### src/rtl/uart_rx_frontend.sv
// UART receive front end: pad synchronizer, 3-sample majority filter with
// start-edge detect, and the divisor-driven 16x oversampling tick generator.
`timescale 1ns/1ps
module uart_rx_frontend #(
  parameter int SYNC_STAGES = 2,
  parameter int DL_W        = 16
) (
  input  logic            clk,
  input  logic            wb_rst_i,
  input  logic            srx_pad_i,
  input  logic [DL_W-1:0] dl,
  input  logic            dl_load,
  output logic            srx_filt,
  output logic            srx_fall,
  output logic            enable,
  output logic [3:0]      tick_cnt
);

  logic [SYNC_STAGES-1:0] sync_q, sync_d;
  logic                   s_sync;
  logic                   h0_q, h0_d;
  logic                   h1_q, h1_d;
  logic                   filt_q, filt_d;
  logic                   filt_prev_q, filt_prev_d;
  logic [DL_W-1:0]        cnt_q, cnt_d;
  logic                   enable_q, enable_d;
  logic [3:0]             tick_q, tick_d;
  logic [DL_W-1:0]        dl_m1;

  assign s_sync = sync_q[SYNC_STAGES-1];

  // Synchronizer and majority filter; a lone sample can never outvote two others.
  always_comb begin
    sync_d      = {sync_q[SYNC_STAGES-2:0], srx_pad_i};
    h0_d        = s_sync;
    h1_d        = h0_q;
    filt_d      = (s_sync & h0_q) | (s_sync & h1_q) | (h0_q & h1_q);
    filt_prev_d = filt_q;
  end

  // Reload value, guarded so a zero divisor never wraps to all ones.
  assign dl_m1 = (dl == '0) ? '0 : dl - DL_W'(1);

  always_comb begin
    cnt_d    = cnt_q;
    enable_d = 1'b0;
    if (dl_load) begin
      cnt_d    = dl_m1;
      enable_d = 1'b0;
    end else if (dl == '0) begin
      cnt_d    = '0;
      enable_d = 1'b0;
    end else if (cnt_q == '0) begin
      cnt_d    = dl_m1;
      enable_d = 1'b1;
    end else begin
      cnt_d    = cnt_q - DL_W'(1);
    end
    tick_d = tick_q + {3'b000, enable_d};
  end

  always_ff @(posedge clk) begin
    if (wb_rst_i) begin
      sync_q      <= '1;
      h0_q        <= 1'b1;
      h1_q        <= 1'b1;
      filt_q      <= 1'b1;
      filt_prev_q <= 1'b1;
      cnt_q       <= '0;
      enable_q    <= 1'b0;
      tick_q      <= '0;
    end else begin
      sync_q      <= sync_d;
      h0_q        <= h0_d;
      h1_q        <= h1_d;
      filt_q      <= filt_d;
      filt_prev_q <= filt_prev_d;
      cnt_q       <= cnt_d;
      enable_q    <= enable_d;
      tick_q      <= tick_d;
    end
  end

  // The previous-value copy resets high, so no fall pulse follows reset.
  assign srx_filt = filt_q;
  assign srx_fall = filt_prev_q & ~filt_q;
  assign enable   = enable_q;
  assign tick_cnt = tick_q;

endmodule

### config.mk
export PLATFORM = sky130hd
export DESIGN_NAME = uart_rx_frontend
export DESIGN_NICKNAME = d
export VERILOG_FILES = /design/src/rtl/uart_rx_frontend.sv
export SDC_FILE = /design/constraint.sdc
export NUM_CORES = 1
export LEC_CHECK = 0
export BUFFER_PORTS_ARGS = -buffer_cell sky130_fd_sc_hd__buf_4
export CAP_MARGIN = 10
export CORE_MARGIN = 2
export CORE_UTILIZATION = 49
export CTS_CLUSTER_SIZE = 12
export DETAILED_ROUTE_END_ITERATION = 8
export HOLD_SLACK_MARGIN = 0.06
export PLACE_DENSITY = 0.84
export SLEW_MARGIN = 0
export SYNTH_ARGS = -nofsm -noshare
export SYNTH_HDL_FRONTEND = slang
export SYNTH_SLANG_ARGS = --single-unit
### constraint.sdc
create_clock -name clk -period 2.3 [get_ports clk]
set_clock_uncertainty 0.15 [all_clocks]
set_input_delay 0.115 -clock clk [delete_from_list [all_inputs] [get_ports clk]]
set_output_delay 0.115 -clock clk [all_outputs]
set_load 0.03 [all_outputs]
==> impl_metrics.ini, run 1 <==
[outcome]
run_status = finished, final reports clean

[floorplan]
die_h_um = 59.0
io_pins = 27
chipWidth_um = 59.0
core.rowCount = 19
initial_cell_density_of_the_core_pct = 52.9
fp.dieArea_sq_um = 3480
core-area_sq_um = 2810

[global_routing]
grt.met1_usage_pct = 28.3
antenna_violations_before_repair = 0
global_route.usage.total_pct = 24.5
grt_pass1_wl_um = 6400
grt.busiest_layer = met2
use_met2_pct = 44.6
global_route.overflow_total = 0
first_global_vias = 1482
grt_start_max_net_pins = 18
groute.layer.met3.usage_pct = 2.40

[flow_run]
drv_cap = 0

[route]
detail_route.first_pass.iterations = 6
via_count = 1492
wirelength_um = 4080
route.antenna.remaining_nets = 0
drc_errors = 0
drtIter0Drc = 68
via_per_inst = 5.65
wl_per_cell_um = 15.5

[worst_setup_path]
cp_cell_sequence = inv_2, ha_4, or4b_4, buf_4, nor4_2, a31oi_1, buf_4, or2_4, o22ai_1
timing.setup.critical_path_class = reg -> reg
r2r_setup_slack_ns = 0.003
r2r_cells = 9
critPathSlowestCell = or4b_4
critPathLaunchType = flop
rr_startpoint = cnt_q[1]$_SDFF_PP0_
crit_required_ns = 2.43
crit_path_frequent_cell = buf_4
maximum_fanout_along_the_worst_path = 5
timing.critical_path.slowest_cell_delay_ns = 0.49
worst_setup_path_end_kind = flop
timing.rr.end = cnt_q[15]$_SDFF_PP0_
critPathArrivalTime_ns = 2.43

[placed_design]
numPortBuffers = 26
routability_cong = 0.905
dpl.hpwl_um = 2880
placed_cells = 236

[clock_tree]
root_buffer = clkbuf_4
tritoncts_clock_tree = built
h_tree_levels = 1
ctsLongestPathBuffers = 2
clk_latency_ns = 0.34
cts-buffers-inserted = 3
clk_transition_reported_paths_ns = 0.15
cts.sinks = 27

[synthesis]
postSynthAreaPerCell_sq_um = 8.83
sequential_cell_area_fraction_in_the_yosys_report_pct = 36.5
synth_warnings = 0
postSynth.topFlopCell = dfxtp_1
postSynthCellCount = 168
synthDistinctLibCells = 36
synth_nets = 193
mappedNetlistArea_sq_um = 1480
number_of_enable_flip_flop_cells_after_synthesis = 0
postSynth.asyncResetShare_pct = 0
synth-seq-cells = 27

[pwr]
power.density_cell_area_nw_per_um2 = 488
vdd.ir_drop.worst_v = 0.000412
p_leak_nw = 0.867

[finish]
final_net_count = 259
antenna_cells_inserted = 0
drive_gt1_share_pct = 36.5
final_cells = 264
area_growth_pct = 46.9

[sta]
max-slew-margin-rel_pct = 61.7
fmax_ghz = 0.435
timing_max_transition_violations_final = 0
timing_hold_violations_final = 0
final_period_utilization_pct = 99.9
setup_viol = 0
max_slew.worst_pin.slew_ns = 0.571
fin_crit_ns = 2.30
rsz_0062_raised_after_global_routing = yes
hold-worst-slack_ns = 0.0424

[worst_hold_path]
timing.hold.worst_endpoint = cnt_q[3]$_SDFF_PP0_
hold_depth = 4
worst_hold_path_type = in -> reg
hold_path.startpoint = dl[0]
repair_timing:
item | 4_1_cts | 5_1_grt
pin swaps | 5 | 7
buffers inserted | 4 | 2
setup endpoints to repair | 2 | 16
hold buffers | 18 | 0
endpoints found under the hold margin | 24 | 0
gates cloned | 0 | 0
resized for setup | 9 | 10
cells in the mapped netlist (2+ instances only):
| cell type | count | area (sq um) |
|---|---|---|
| or4_1 | 3 | 22.5 |
| o22ai_1 | 6 | 37.5 |
| nor2b_1 | 4 | 25.0 |
| clkbuf_1 | 3 | 11.3 |
| a21oi_1 | 2 | 10.0 |
| nor2_1 | 23 | 86.3 |
| or2_2 | 5 | 31.3 |
| nor3_1 | 10 | 50.1 |
| nand2b_1 | 4 | 25.0 |
| nand4b_1 | 2 | 17.5 |
| xnor2_1 | 17 | 149 |
| ha_1 | 5 | 62.6 |
| nor4_1 | 6 | 37.5 |
| dfxtp_1 | 27 | 541 |
| nand2_1 | 7 | 26.3 |
| or3_1 | 3 | 18.8 |
| nand3_1 | 2 | 10.0 |
| xor2_1 | 10 | 87.6 |
| a211oi_1 | 7 | 52.6 |
| inv_1 | 5 | 18.8 |
| or4_4 | 2 | 22.5 |
power breakdown:
part / internal, mW / switching (mW) / leakage [nW] / total (mW)
sequential: 0.499 / 0.0291 / 0.223 / 0.528
clock: 0.0668 / 0.149 / 0.0139 / 0.216
combinational: 0.172 / 0.148 / 0.629 / 0.320
total: 0.738 / 0.326 / 0.867 / 1.06
layout make-up:
type / count / area [sq um]
clock buffer: 3 / 22.5
clock inverter: 1 / 7.51
fill: 182 / 627
inverter: 5 / 18.8
multi-input combinational: 131 / 1010
sequential: 27 / 544
tap: 31 / 38.8
timing repair buffer: 66 / 541
flip-flops by register name, summed over array words and instances (netlist names):
signal       flops
cnt_q           16
enable           1
filt_prev_q      1
h0_q             1
h1_q             1
srx_filt         1
sync_q           2
tick_cnt         4
logic make-up (layout without fill, tap and decap cells):
kind of cell	count (synthesis)	count (layout)	synth area share, %
fa+ha+maj	5	5	4.22
flops	27	27	36.5
buf+inv	10	75	2.87
xor+xnor	27	27	15.9
simple gates	76	76	28.2
compound gates	23	23	12.3
metal layers:
| metal | vias to the layer above | routed length [um] |
|---|---|---|
| li1 | 728 | - |
| met1 | 693 | 1710 |
| met2 | 60 | 2100 |
| met3 | 11 | 190 |
| met4 | 0 | 82 |
| met5 | - | 0 |
worst max-delay path, delay by kind of cell (launching register included):
kind | cells | cell delay [ns]
simple gates | 3 | 0.89
buf+inv | 3 | 0.40
flops | 1 | 0.35
compound gates | 2 | 0.30
fa+ha+maj | 1 | 0.13
per-stage QoR:
step / utilization, % / total power [mW] / worst slack [ns] / TNS, ns / cell area, sq um
after floorplan: - / 0.686 / 0.00483 / 0 / 1510
after global placement: 65.7 / 0.776 / -0.0934 / -0.596 / 1840
after detailed placement: 65.7 / 0.788 / -0.180 / -1.46 / 1840
after CTS: 75.5 / 1.04 / 0.00964 / 0 / 2120
after global routing: 77.7 / 1.11 / -0.0625 / -0.263 / 2180
final: 77.7 / 1.06 / 0.00296 / 0 / 2180
cell usage in the layout (no fill, tap or decap), drive strengths merged, types with 2 or more instances in the layout:
master       count
ha               5
nor2            23
dlygate4sd3     18
a21oi            2
xnor2           17
or3              3
nor2b            4
nand2b           4
a211oi           7
nor4             6
inv              5
o22ai            6
clkbuf           3
nand3            2
nor3            10
xor2            10
nand4b           2
or2              6
or4              5
nand2            7
buf             48
dfxtp           27
worst max-delay path by stage:
| stage | start | to | depth (start not counted) |
|---|---|---|---|
| after floorplan | dl[8] | tick_cnt[1]$_SDFF_PP0_ | 7 |
| after global placement | dl[8] | tick_cnt[1]$_SDFF_PP0_ | 8 |
| after detailed placement | dl[8] | tick_cnt[2]$_SDFF_PP0_ | 9 |
| after CTS | cnt_q[1]$_SDFF_PP0_ | tick_cnt[1]$_SDFF_PP0_ | 9 |
| after global routing | cnt_q[1]$_SDFF_PP0_ | cnt_q[15]$_SDFF_PP0_ | 9 |
| final | cnt_q[1]$_SDFF_PP0_ | cnt_q[15]$_SDFF_PP0_ | 9 |
Power figures use the tool's default switching activity.
==> inputs of run 2 (changes only) <==
Settings changed: RECOVER_POWER set to 25.
==> run 2 against run 1 <==
Combinational power about the same. Clock power barely moved. Setup slack about the same. Via count about the same. Utilization is 0.13 points lower. Sequential power about the same. Count of clock-buffer cells in the layout stayed put. Critical path type unchanged. Critical endpoint unchanged. Largest cell class unchanged.
==> impl_metrics.ini, run 2 (same netlist as run 1, synthesis figures left out) <==
[outcome]
run_status = finished, final reports clean

[finish]
antenna_cells_inserted = 0
most_common_library_cell_in_the_layout_ignoring_fill_and_taps = buf_4
largest_reg_flops = 16
layout_common_cells = buf_4, dfxtp_1, nor2_1
drive_gt1_share_pct = 36.1
fill_cells = 184
max_flop_register = cnt_q
final_net_count = 259
area_growth_pct = 46.7
utilization_pct = 77.5
area.sequential_sq_um = 544
final_cells = 264
total_area_of_multi_input_combinational_cells_sq_um = 1010
layout.cell_area.non_filler_sq_um = 2170

[placed_design]
dpl-instance-area_sq_um = 1840
dpl.hpwl_um = 2880
routability_cong = 0.905
placed_cells = 236
numPortBuffers = 26
pre_cts_slack_ns = -0.180

[clock_tree]
clk_transition_reported_paths_ns = 0.15
h_tree_levels = 1
tritoncts_clock_tree = built
cts.sinks = 27
clk_latency_ns = 0.34
cts-buffers-inserted = 3
root_buffer = clkbuf_4
ctsLongestPathBuffers = 2

[global_routing]
first_global_vias = 1482
global_route.usage.total_pct = 24.5
grt_start_max_net_pins = 18
grt_pass1_wl_um = 6400
antenna_violations_before_repair = 0
global_route.overflow_total = 0

[pwr]
vdd.ir_drop.worst_v = 0.000412
power_report.internal_total_uw = 738
sequential_cell_fraction_of_total_power_pct = 49.7
power.density_cell_area_nw_per_um2 = 489
power_frac_comb_pct = 30.1
p_leak_nw = 0.862
switching_power_uw = 326
p_clk_share_pct = 20.3
switching_share_pct = 30.6

[sta]
postLayoutSetupSlackWorst_ns = 0.00296
hold-worst-slack_ns = 0.0424
timing_max_transition_violations_final = 0
final_period_utilization_pct = 99.9
setup_viol = 0
max-slew-margin-rel_pct = 61.7
fin_crit_ns = 2.30
fmax_ghz = 0.435
rsz_0062_raised_after_global_routing = yes
max_slew.worst_pin.slew_ns = 0.571
timing_hold_violations_final = 0

[floorplan]
chipWidth_um = 59.0
core.rowCount = 19
die_h_um = 59.0
core-area_sq_um = 2810
initial_cell_density_of_the_core_pct = 52.9
fp.dieArea_sq_um = 3480
io_pins = 27

[worst_setup_path]
worst-path-buf-inv = 3
timing.setup.critical_path_class = reg -> reg
critPathLaunchType = flop
timing.rr.end = cnt_q[15]$_SDFF_PP0_
r2r_setup_slack_ns = 0.003
cp_cell_sequence = inv_2, ha_4, or4b_4, buf_4, nor4_2, a31oi_1, buf_4, or2_4, o22ai_1
crit_required_ns = 2.43
worst_setup_path_end_kind = flop
critPathArrivalTime_ns = 2.43
crit_path_leading_delay_family = simple AND/OR/NAND/NOR gates
timing.critical_path.slowest_cell_delay_ns = 0.49
rr_startpoint = cnt_q[1]$_SDFF_PP0_
r2r_cells = 9
maximum_fanout_along_the_worst_path = 5
critPathSlowestCell = or4b_4
crit_path_frequent_cell = buf_4

[worst_hold_path]
worst_hold_path_type = in -> reg
timing.hold.worst_endpoint = cnt_q[3]$_SDFF_PP0_
hold_path.startpoint = dl[0]
hold_depth = 4

[route]
drc_errors = 0
via_count = 1491
detail_route.first_pass.iterations = 6
wirelength_um = 4080
route.antenna.remaining_nets = 0
via_per_inst = 5.65
drtIter0Drc = 68
wl_per_cell_um = 15.5

[flow_run]
drv_cap = 0
## run 2: changes by cell type in the layout (fill, tap and decap cells not counted)
cell	delta
clkbuf_1	+1
buf_4	-1
## run 2: worst reg2reg max path: stages, from the launching register on
cell and delay [ns]:
dfxtp_2 0.35, inv_2 0.06, ha_4 0.13, or4b_4 0.49, buf_4 0.16, nor4_2 0.15
a31oi_1 0.14, buf_4 0.18, or2_4 0.25, o22ai_1 0.16
## run 2: final cells by class
| class | instances | share of cell area (%) |
|---|---|---|
| timing repair buffer | 66 | 24.7 |
| multi-input combinational | 131 | 46.3 |
| sequential | 27 | 25.0 |
| tap | 31 | 1.78 |
| inverter | 5 | 0.863 |
| clock inverter | 1 | 0.345 |
| clock buffer | 3 | 1.04 |
## run 2: per-layer routing
layer,track usage [%],share of wire (%),vias to the layer above
met1,28.3,42,693
met5,0,0,-
li1,-,-,727
met4,12.3,2.0,0
met2,44.6,51,60
met3,2.40,4.7,11
## run 2: through the flow
stage	power, mW	TNS, ns
4_1_cts	1.04	0
6_report	1.06	0
5_1_grt	1.11	-0.263
3_3_place_gp	0.776	-0.596
3_5_place_dp	0.788	-1.46
2_1_floorplan	0.686	0
## run 2: worst max-delay path by stage
stage / to / slack [ns] / cells after the start / startpoint
floorplan: tick_cnt[1]$_SDFF_PP0_ / 0.005 / 7 / dl[8]
global placement: tick_cnt[1]$_SDFF_PP0_ / -0.09 / 8 / dl[8]
detailed placement: tick_cnt[2]$_SDFF_PP0_ / -0.18 / 9 / dl[8]
CTS: tick_cnt[1]$_SDFF_PP0_ / 0.01 / 9 / cnt_q[1]$_SDFF_PP0_
global route: cnt_q[15]$_SDFF_PP0_ / -0.06 / 9 / cnt_q[1]$_SDFF_PP0_
finish: cnt_q[15]$_SDFF_PP0_ / 0.003 / 9 / cnt_q[1]$_SDFF_PP0_
## run 2: power by group through the flow
stage	clock [mW]	combinational, mW	sequential, mW
floorplan	0	0.156	0.530
global placement	0	0.244	0.532
detailed placement	0	0.254	0.534
CTS	0.223	0.296	0.525
global route	0.233	0.343	0.532
finish	0.216	0.320	0.528
## run 2: what timing repair did
action,CTS,global route
pin swaps,5,7
setup buffers,4,2
setup endpoints to repair,2,16
gates cloned,0,0
resized for setup,9,10
hold buffers,18,0
hold endpoints to repair,24,0
==> inputs of run 3 (changes only) <==
Settings changed: ABC_AREA set to 1, CORE_UTILIZATION 49 to 51, PLACE_DENSITY 0.84 to 0.85.
==> run 3 against run 2 <==
Count of clock-buffer cells in the layout did not move. Register-to-register slack better by 0.23 ns. Global-route usage shrank 1.4 points. Power up 1.3%. Die area rose by 19%. Clock power hardly changed. Cell area increased by 4.9%. First-iteration DRC count rose by 35%. Maximum frequency grew 4.2%. Wire length grew 9.8%. Sequential share of layout area is 1.3 points lower. Cell count grew 45%.
==> impl_metrics.ini, run 3 <==
[synthesis]
sequential_cell_area_fraction_in_the_yosys_report_pct = 29.1
postSynthCellCount = 293
synth_commonest_cells = nor2_1, nand2_1, inv_1
synthMostInstantiatedCell = nor2_1
synth_nets = 318
yosysTopAreaCellShare_pct = 29.1
mappedNetlistArea_sq_um = 1860
number_of_enable_flip_flop_cells_after_synthesis = 0
postSynthAreaPerCell_sq_um = 6.35
synth_warnings = 0
synth_area_leaders = dfxtp_1, nor2_1, nand2_1, inv_1, xor2_1
synth_area_leader_cell = dfxtp_1
postSynth.asyncResetShare_pct = 0
synth-seq-cells = 27
synthDistinctLibCells = 25
postSynth.topFlopCell = dfxtp_1

[route]
detail_route.first_pass.iterations = 4
met2_length_um = 2190
top_layer = met4
drtIter0Drc = 92
via_count = 1894
wl_per_cell_um = 11.7
route.met3.wl_um = 180
via_per_inst = 4.93
wirelength_um = 4480
route.antenna.remaining_nets = 0
detail_route.wirelength.met1_um = 1970
drc_errors = 0

[sta]
max-slew-margin-rel_pct = 60.2
fin_crit_ns = 2.20
timing_hold_violations_final = 0
final_period_utilization_pct = 95.9
fmax_ghz = 0.454
postLayoutSetupSlackWorst_ns = 0.0951
max_slew.worst_pin.slew_ns = 0.596
setup_viol = 0
rsz_0062_raised_after_global_routing = no
timing_max_transition_violations_final = 0
fin_tns_setup_ns = 0

[clock_tree]
h_tree_levels = 1
cts.repair_timing.setup_buffer_count = 0
clk_transition_reported_paths_ns = 0.16
root_buffer = clkbuf_4
cts-buffers-inserted = 3
tritoncts_clock_tree = built
cts.sinks = 27
ctsLongestPathBuffers = 2
clk_latency_ns = 0.34

[finish]
final_net_count = 364
area_growth_pct = 22.6
layout_common_cells = nand2_1, nor2_1, inv_1
drive_gt1_share_pct = 13.9
utilization_pct = 66.8
largest_reg_flops = 16
antenna_cells_inserted = 0
max_flop_register = cnt_q

[worst_setup_path]
critPathSlowestCell = dlygate4sd3_1
timing.setup.critical_path_class = in -> reg
worst_setup_path_end_kind = flop
worst-path-buf-inv = 5
crit_required_ns = 2.41
r2r_cells = 12
critPathArrivalTime_ns = 2.31
crit_path_leading_delay_family = buffers and inverters
maximum_fanout_along_the_worst_path = 3
cp_cell_sequence = dlygate4sd3_1, buf_4, inv_1, ha_1, inv_1, nor2_2, nand3_1, nor2_2, a21oi_1, inv_1, nor2_1, ha_1, ha_1, xnor2_1, nor2_1
crit_cells = 15
critPathLaunchType = primary input
timing.critical_path.slowest_cell_delay_ns = 0.53

[floorplan]
fp.dieArea_sq_um = 4150
initial_cell_density_of_the_core_pct = 54.5
core-area_sq_um = 3420
die_h_um = 64.4
io_pins = 27
chipWidth_um = 64.4
core.rowCount = 21

[flow_run]
drv_cap = 0

[global_routing]
grt_pass1_wl_um = 7570
grt_start_max_net_pins = 24
global_route.overflow_total = 0
global_route.usage.total_pct = 23.1
antenna_violations_before_repair = 0
first_global_vias = 1805

[pwr]
p_leak_nw = 1.10
power.density_cell_area_nw_per_um2 = 473
vdd.ir_drop.worst_v = 0.000210

[outcome]
run_status = finished, final reports clean

[placed_design]
routability_cong = 0.847
dpl.hpwl_um = 3070
pre_cts_slack_ns = 0.279
numPortBuffers = 26

[worst_hold_path]
hold_depth = 6
worst_hold_path_type = in -> reg
run 3: cell count changes after synthesis, moves of 6 or more:
| cell | delta |
|---|---|
| nand2_1 | +66 |
| nor2_1 | +52 |
| inv_1 | +27 |
| nand3_1 | +16 |
| xnor2_1 | -10 |
| a211oi_1 | -7 |
| a21oi_1 | +6 |
| nor4_1 | -6 |
| o22ai_1 | -6 |
run 3: cell type report:
class                      instances  area (sq um)
multi-input combinational        228          1150
tap                               46          57.6
fill                             287          1130
clock inverter                     1          7.51
clock buffer                       3          22.5
timing repair buffer              45           374
inverter                          34           128
sequential                        27           541
run 3: kinds of logic after synthesis:
| family | share of synthesized area [%] |
|---|---|
| flip-flops | 29.1 |
| AO/OA/AOI/OAI | 4.71 |
| XOR/XNOR | 9.42 |
| buffers and inverters | 9.35 |
| AND/OR/NAND/NOR | 44.1 |
| adder cells (fa/ha/maj) | 3.36 |
run 3: worst paths after layout:
path	start	endpoint	slack (ns)
setup / recovery	dl[0]	tick_cnt[2]$_SDFF_PP0_	0.1
hold / removal	dl[1]	cnt_q[1]$_SDFF_PP0_	0.12
setup reg to reg	cnt_q[0]$_SDFF_PP0_	tick_cnt[2]$_SDFF_PP0_	0.23
hold reg to reg	sync_q[0]$_SDFF_PP1_	sync_q[1]$_SDFF_PP1_	0.29
run 3: metrics by stage:
step	hold WS [ns]	power [mW]	instances	cell area (sq um)
CTS	0.0959	1.07	384	2290
global route	0.166	1.14	384	2280
floorplan	0.0688	0.758	293	1860
global placement	0.151	0.826	361	2070
finish	0.117	1.08	384	2280
detailed placement	0.154	0.830	361	2070
run 3: layer usage:
layer,up-vias,global-route usage [%]
met3,17,1.41
met1,824,28.1
met4,0,9.84
met2,64,42.1
li1,989,-
met5,-,0
run 3: worst reg2reg max path, stage by stage (launching register included):
cell and delay [ns]:
dfxtp_1 0.32, inv_1 0.10, ha_1 0.24, nand2_4 0.11, inv_1 0.10, nand2_1 0.07, nor2_1 0.11, nand4_1 0.12
nor2_1 0.16, ha_1 0.18, ha_1 0.16, xnor2_1 0.12, nor2_1 0.06
run 3: where the power goes:
group | internal, mW | total, mW | switching (mW) | leakage, nW
sequential | 0.497 | 0.523 | 0.0258 | 0.223
combinational | 0.137 | 0.336 | 0.199 | 0.860
clock | 0.0669 | 0.219 | 0.152 | 0.0139
run 3: repair_timing:
action / 4_1_cts / 5_1_grt
hold endpoints to repair: 26 / 0
hold buffers: 19 / 0
endpoints found under the setup margin: 0 / 2
resized for setup: 0 / 2
